<file path="src/rtl/gpio_in_conditioner.sv">
// Per-pin GPIO input conditioning: multi-stage synchronizer, then either a
// bypass path or a consecutive-sample debouncer, plus registered edge pulses.
// Everything runs on HCLK and every output comes straight from a flop.
module gpio_in_conditioner #(
  parameter int unsigned          PORTWIDTH       = 16,
  parameter int unsigned          SYNC_STAGES     = 2,
  parameter int unsigned          DEBOUNCE_CYCLES = 16,
  parameter logic [PORTWIDTH-1:0] RESET_VALUE     = '0
) (
  input  logic                 HCLK,
  input  logic                 HRESETn,
  input  logic [PORTWIDTH-1:0] PAD_IN,
  input  logic [PORTWIDTH-1:0] DB_EN,
  output logic [PORTWIDTH-1:0] PORTIN,
  output logic [PORTWIDTH-1:0] EDGE_RISE,
  output logic [PORTWIDTH-1:0] EDGE_FALL
);

  localparam int unsigned     CntW    = $clog2(DEBOUNCE_CYCLES + 1);
  // Count value at which the next mismatching sample is the accepting one.
  localparam logic [CntW-1:0] CntLast = CntW'(DEBOUNCE_CYCLES - 1);

  // sync_q[0] captures the pad; sync_q[SYNC_STAGES-1] is the synchronized level.
  logic [SYNC_STAGES-1:0][PORTWIDTH-1:0] sync_q;
  logic [PORTWIDTH-1:0]                  sync_out;
  logic [PORTWIDTH-1:0]                  stable_q, stable_d;
  logic [PORTWIDTH-1:0]                  rise_q, fall_q;
  logic [PORTWIDTH-1:0][CntW-1:0]        cnt_q, cnt_d;

  // Synchronizer chain: plain shift register with async reset only.
  always_ff @(posedge HCLK or negedge HRESETn) begin
    if (!HRESETn) begin
      sync_q <= {SYNC_STAGES{RESET_VALUE}};
    end else begin
      sync_q <= {sync_q[SYNC_STAGES-2:0], PAD_IN};
    end
  end

  assign sync_out = sync_q[SYNC_STAGES-1];

  // Next conditioned level and debounce count per pin; count defaults to clear.
  always_comb begin
    stable_d = stable_q;
    cnt_d    = '0;
    for (int unsigned i = 0; i < PORTWIDTH; i++) begin
      if (!DB_EN[i]) begin
        stable_d[i] = sync_out[i];
      end else if (sync_out[i] != stable_q[i]) begin
        if (cnt_q[i] == CntLast) begin
          stable_d[i] = sync_out[i];
        end else begin
          cnt_d[i] = cnt_q[i] + CntW'(1);
        end
      end
    end
  end

  // Conditioned level, counters and edge pulses; pulses line up with the level change.
  always_ff @(posedge HCLK or negedge HRESETn) begin
    if (!HRESETn) begin
      stable_q <= RESET_VALUE;
      cnt_q    <= '0;
      rise_q   <= '0;
      fall_q   <= '0;
    end else begin
      stable_q <= stable_d;
      cnt_q    <= cnt_d;
      rise_q   <= stable_d & ~stable_q;
      fall_q   <= ~stable_d & stable_q;
    end
  end

  assign PORTIN    = stable_q;
  assign EDGE_RISE = rise_q;
  assign EDGE_FALL = fall_q;

endmodule

</file>
<file path="config.mk">
export PLATFORM = sky130hd
export DESIGN_NAME = gpio_in_conditioner
export DESIGN_NICKNAME = d
export VERILOG_FILES = /design/src/rtl/gpio_in_conditioner.sv
export SDC_FILE = /design/constraint.sdc
export NUM_CORES = 1
export LEC_CHECK = 0
export ABC_CLOCK_PERIOD_IN_PS = 1500
export CAP_MARGIN = 20
export CORE_UTILIZATION = 49
export DETAILED_ROUTE_END_ITERATION = 12
export GPL_ROUTABILITY_DRIVEN = 1
export GPL_TIMING_DRIVEN = 0
export PLACE_DENSITY = 0.75
export SLEW_MARGIN = 20
export SYNTH_ARGS = -nofsm -noshare
export SYNTH_HDL_FRONTEND = slang
export SYNTH_SLANG_ARGS = --single-unit
export TNS_END_PERCENT = 100
</file>
<file path="constraint.sdc">
create_clock -name HCLK -period 1.5 [get_ports HCLK]
set_clock_uncertainty 0.2 [all_clocks]
set_input_delay 0.225 -clock HCLK [delete_from_list [all_inputs] [get_ports HCLK]]
set_output_delay 0.225 -clock HCLK [all_outputs]
set_load 0.02 [all_outputs]
</file>
==> results.tsv, run 1 <==
stage	metric	value	unit
sta	Total Negative Setup Slacks	-37.18	ps
routing	count of unresolved DRC violations after routing	0	
critical_path	CP Data Arrival Time	1620	ps
layout	diode insertion count for antenna repair	0	
worst_hold_path	Hold/Removal Path Class	in2reg	
critical_path	largest delay contributor family on the critical path	flip-flops	
placement	number of buffers added on ports	81	
outcome	outcome	finished with violations	
floorplan	Core Region	0.01221	mm2
flow_run	Max-Cap Viols	0	
worst_hold_path	Worst Hold Launch	PAD_IN[0]	
global_routing	wire length of the first global-routing pass	19.15	mm
sta	Setup WS post-layout	-18.61	ps
clock_tree	sink count of the clock tree	160	
clock_tree	clock transition at the register clock pins on the worst setup and hold paths after CTS	60	ps
placement	weighted congestion at the end of routability-driven global placement	0.7247	
routing	vias per inst	5.108	
critical_path	depth of the worst register-to-register path	4	
critical_path	cell count along the critical path	4	
pwr	static leakage power	3.826	nW
routing	total number of vias	4250	
floorplan	Chip Height	114.7	um
clock_tree	maximum number of buffers from clock root to sink	2	
global_routing	total congestion overflow after global routing	0	
synth	post-synthesis sequential area ratio	64.31	%
synth	number of library cell types mapped by synthesis	24	
layout	Filler cells	846	
critical_path	crit path capture type	flip-flop	
layout	number of nets in the finished design	705	
critical_path	worst reg2reg path endpoint	PORTIN[11]$_DFF_PN0_	
layout	commonest non-fill, non-tap cells in the layout	158 x sky130_fd_sc_hd__dfrtp_1, 69 x sky130_fd_sc_hd__buf_4, 44 x sky130_fd_sc_hd__nand2_1, 44 x sky130_fd_sc_hd__nor2_1, 32 x sky130_fd_sc_hd__clkdlybuf4s50_1	
global_routing	antenna violations before repair	0	
clock_tree	root buffer cell	sky130_fd_sc_hd__clkbuf_16	
sta	worst max-slew margin expressed relative to the limit	66.73	%
layout	P&R area growth vs syn	38.10	%
pwr	Final Total Pwr	9.903	mW
layout	share of final-layout standard cells stronger than drive strength 1	30.57	%
routing	average detailed-routed wire length per instance	14.15	um
sta	Tightest Pin Transition	499.1	ps
outcome	failing checks	setup timing	
critical_path	reg-to-reg critical path startpoint	cnt_q[55]$_DFF_PN0_	
clock_tree	clock tree from TritonCTS	built	
floorplan	ports placed on the boundary	82	
clock_tree	clock latency at the later pin of the worst-skew pair	420	ps
layout	most common cell after layout, fill and taps aside	sky130_fd_sc_hd__dfrtp_1	
global_routing	total routing resource utilization after global routing	18.83	%
synth	post-synth design cell area	0.006226	mm2
global_routing	number of global-route vias before repair	4333	
synth	post-synthesis cell count	483	
floorplan	Die Outline Area	0.01316	mm2
critical_path	buffering stage count on the worst path with inverters included	0	
routing	number of nets with antenna violations after routing	0	
floorplan	row cnt	40	
sta	shortest clock period the worst path allows after layout	1519	ps
floorplan	Starting Density	50.98	%
critical_path	setup slack of the worst register-to-register path	-20	ps
synth	register bit count reported by yosys	160	
routing	DR pass1 iterations	4	
critical_path	source of the critical timing path	cnt_q[55]$_DFF_PN0_	
sta	Final setup viols	3	
floorplan	x dimension of the die	114.7	um
sta	Fin. Hold Viols	0	
critical_path	termination of the worst setup path	PORTIN[11]$_DFF_PN0_	
critical_path	Slowest cell on crit path	sky130_fd_sc_hd__dfrtp_1	
synth	net count after synthesis	533	
critical_path	Crit Path Max Fanout	3	
synth	synthesized area divided by synthesized cell count	12.89	um2
pwr	Max IR drop VDD	964.6	uV
critical_path	ordered cell list for the critical path	ha_4 -> nand3_4 -> o21a_1 -> mux2_4	
routing	starting DRC count in detailed routing	250	
synth	number of synthesis warnings	0	
routing	DRT Wirelength	11.77	mm
clock_tree	CTS H-tree depth	4	
pwr	power per unit of standard cell area	1152	mW/mm2
global_routing	pin count of the biggest net entering global routing	94	
sta	setup repair after global routing missed its margin	true	
placement	HPWL reported at the end of detailed placement	6.982	mm
critical_path	data required time at the worst endpoint	1600	ps
sta	max-slew violation count	0	
critical_path	startpoint type of the worst setup path	flip-flop	
sta	fin crit share	101.2	%
clock_tree	number of buffers inserted during clock tree synthesis	17	
critical_path	path type of the worst setup path	reg2reg	
critical_path	Slowest Stage Delay on Critical Path	390	ps
layout	utilization after layout	70.41	%
sta	highest clock frequency the design can meet	658.5	MHz
-- power by group --
| group | switching (mW) | leakage [nW] | internal [mW] |
|---|---|---|---|
| registers | 0.166 | 2.09 | 4.53 |
| clock network | 1.57 | 0.271 | 2.56 |
| logic | 0.531 | 1.47 | 0.549 |
| total | 2.26 | 3.83 | 7.64 |
-- logic make-up after synthesis --
group                    count (synthesis)  share of synthesized area, %
AO/OA/AOI/OAI                           28                         3.155
adder cells (fa/ha/maj)                 16                         3.215
buffers and inverters                    1                       0.06023
flip-flops                             160                         64.31
AND/OR/NAND/NOR                        224                         20.54
XOR/XNOR                                38                         5.346
multiplexers                            16                         3.376
-- synthesized netlist by cell type, drive strengths merged --
cell type    n  area [um2]
xnor2       16       140.1
a31oi       12       75.07
and3b       12       105.1
inv          1       3.750
a311oi       1       8.760
and3         7       43.79
o21a        10       75.07
xor2        22       192.7
and4         2       17.52
o211ai       2       15.01
nand3       31       205.2
nor3b       31       232.7
nand2       48       180.2
nor3        12       60.06
nand4b      15       131.4
dfrtp      160        4004
nor2        44       165.2
mux2        16       210.2
ha          16       200.2
nand2b      22       137.6
o21ai        3       22.52
-- flip-flops by register name (all words and copies together), names as in the netlist --
| name | flops |
|---|---|
| EDGE_RISE | 16 |
| sync_q | 16 |
| cnt_q | 80 |
| PORTIN | 16 |
| EDGE_FALL | 16 |
| sync_out | 16 |
-- stage by stage --
stage / std cells / setup slack, ps / area, um2 / hold slack, ps
finish: 832 / -18.61 / 8598 / 38.76
global route: 832 / -69.46 / 8598 / 24.04
CTS: 808 / -13.11 / 8364 / 26.65
detailed placement: 733 / -136.9 / 7279 / 86.23
global placement: 732 / -6139 / 7247 / 133.2
floorplan: 483 / 4.712 / 6226 / -270.6
-- timing repair --
item | CTS | global route
setup buffers | 46 | 24
endpoints found under the hold margin | 92 | 0
pin swaps | 13 | 27
endpoints found under the setup margin | 64 | 116
hold buffers | 1 | 0
resized for setup | 181 | 39
-- worst min path at each step --
stage,slack (ps),cells after the start,endpoint
after floorplan,-270,0,EDGE_FALL[0]$_DFF_PN0_
after global placement,130,0,sync_out[6]$_DFF_PN0_
after detailed placement,90,1,cnt_q[77]$_DFF_PN0_
after CTS,30,1,sync_q[0]$_DFF_PN0_
after global routing,20,1,sync_q[8]$_DFF_PN0_
final,40,1,sync_q[0]$_DFF_PN0_
-- per-layer routing --
layer | routed length, um | global-route usage (%) | up-vias
li1 | - | - | 2031
met1 | 4976 | 22.12 | 2129
met2 | 6182 | 32.57 | 76
met3 | 450 | 5.770 | 14
met4 | 161 | 7.186 | 0
met5 | 0 | 0 | -
-- area by class of cell --
class	count	area [um2]	share of cell area (%)
Clock buffer	20	436.7	5.079
Clock inverter	8	117.6	1.368
Inverter	1	3.754	0.04366
Multi-Input combinational cell	322	2532	29.45
Sequential cell	160	4006	46.59
Tap cell	168	210.2	2.445
Timing Repair Buffer	153	1291	15.02
No activity file was read; power rests on OpenSTA's default activity.
==> run 2: changes to the inputs <==
- ABC_AREA: not set -> 0
==> results of run 2 <==
Final layout, timing and power as in run 1 (identical DEF).
==> run 3: changes to the inputs <==
- REMOVE_ABC_BUFFERS: not set -> 1
==> results of run 3 <==
Final layout, timing and power as in run 1 (identical DEF).
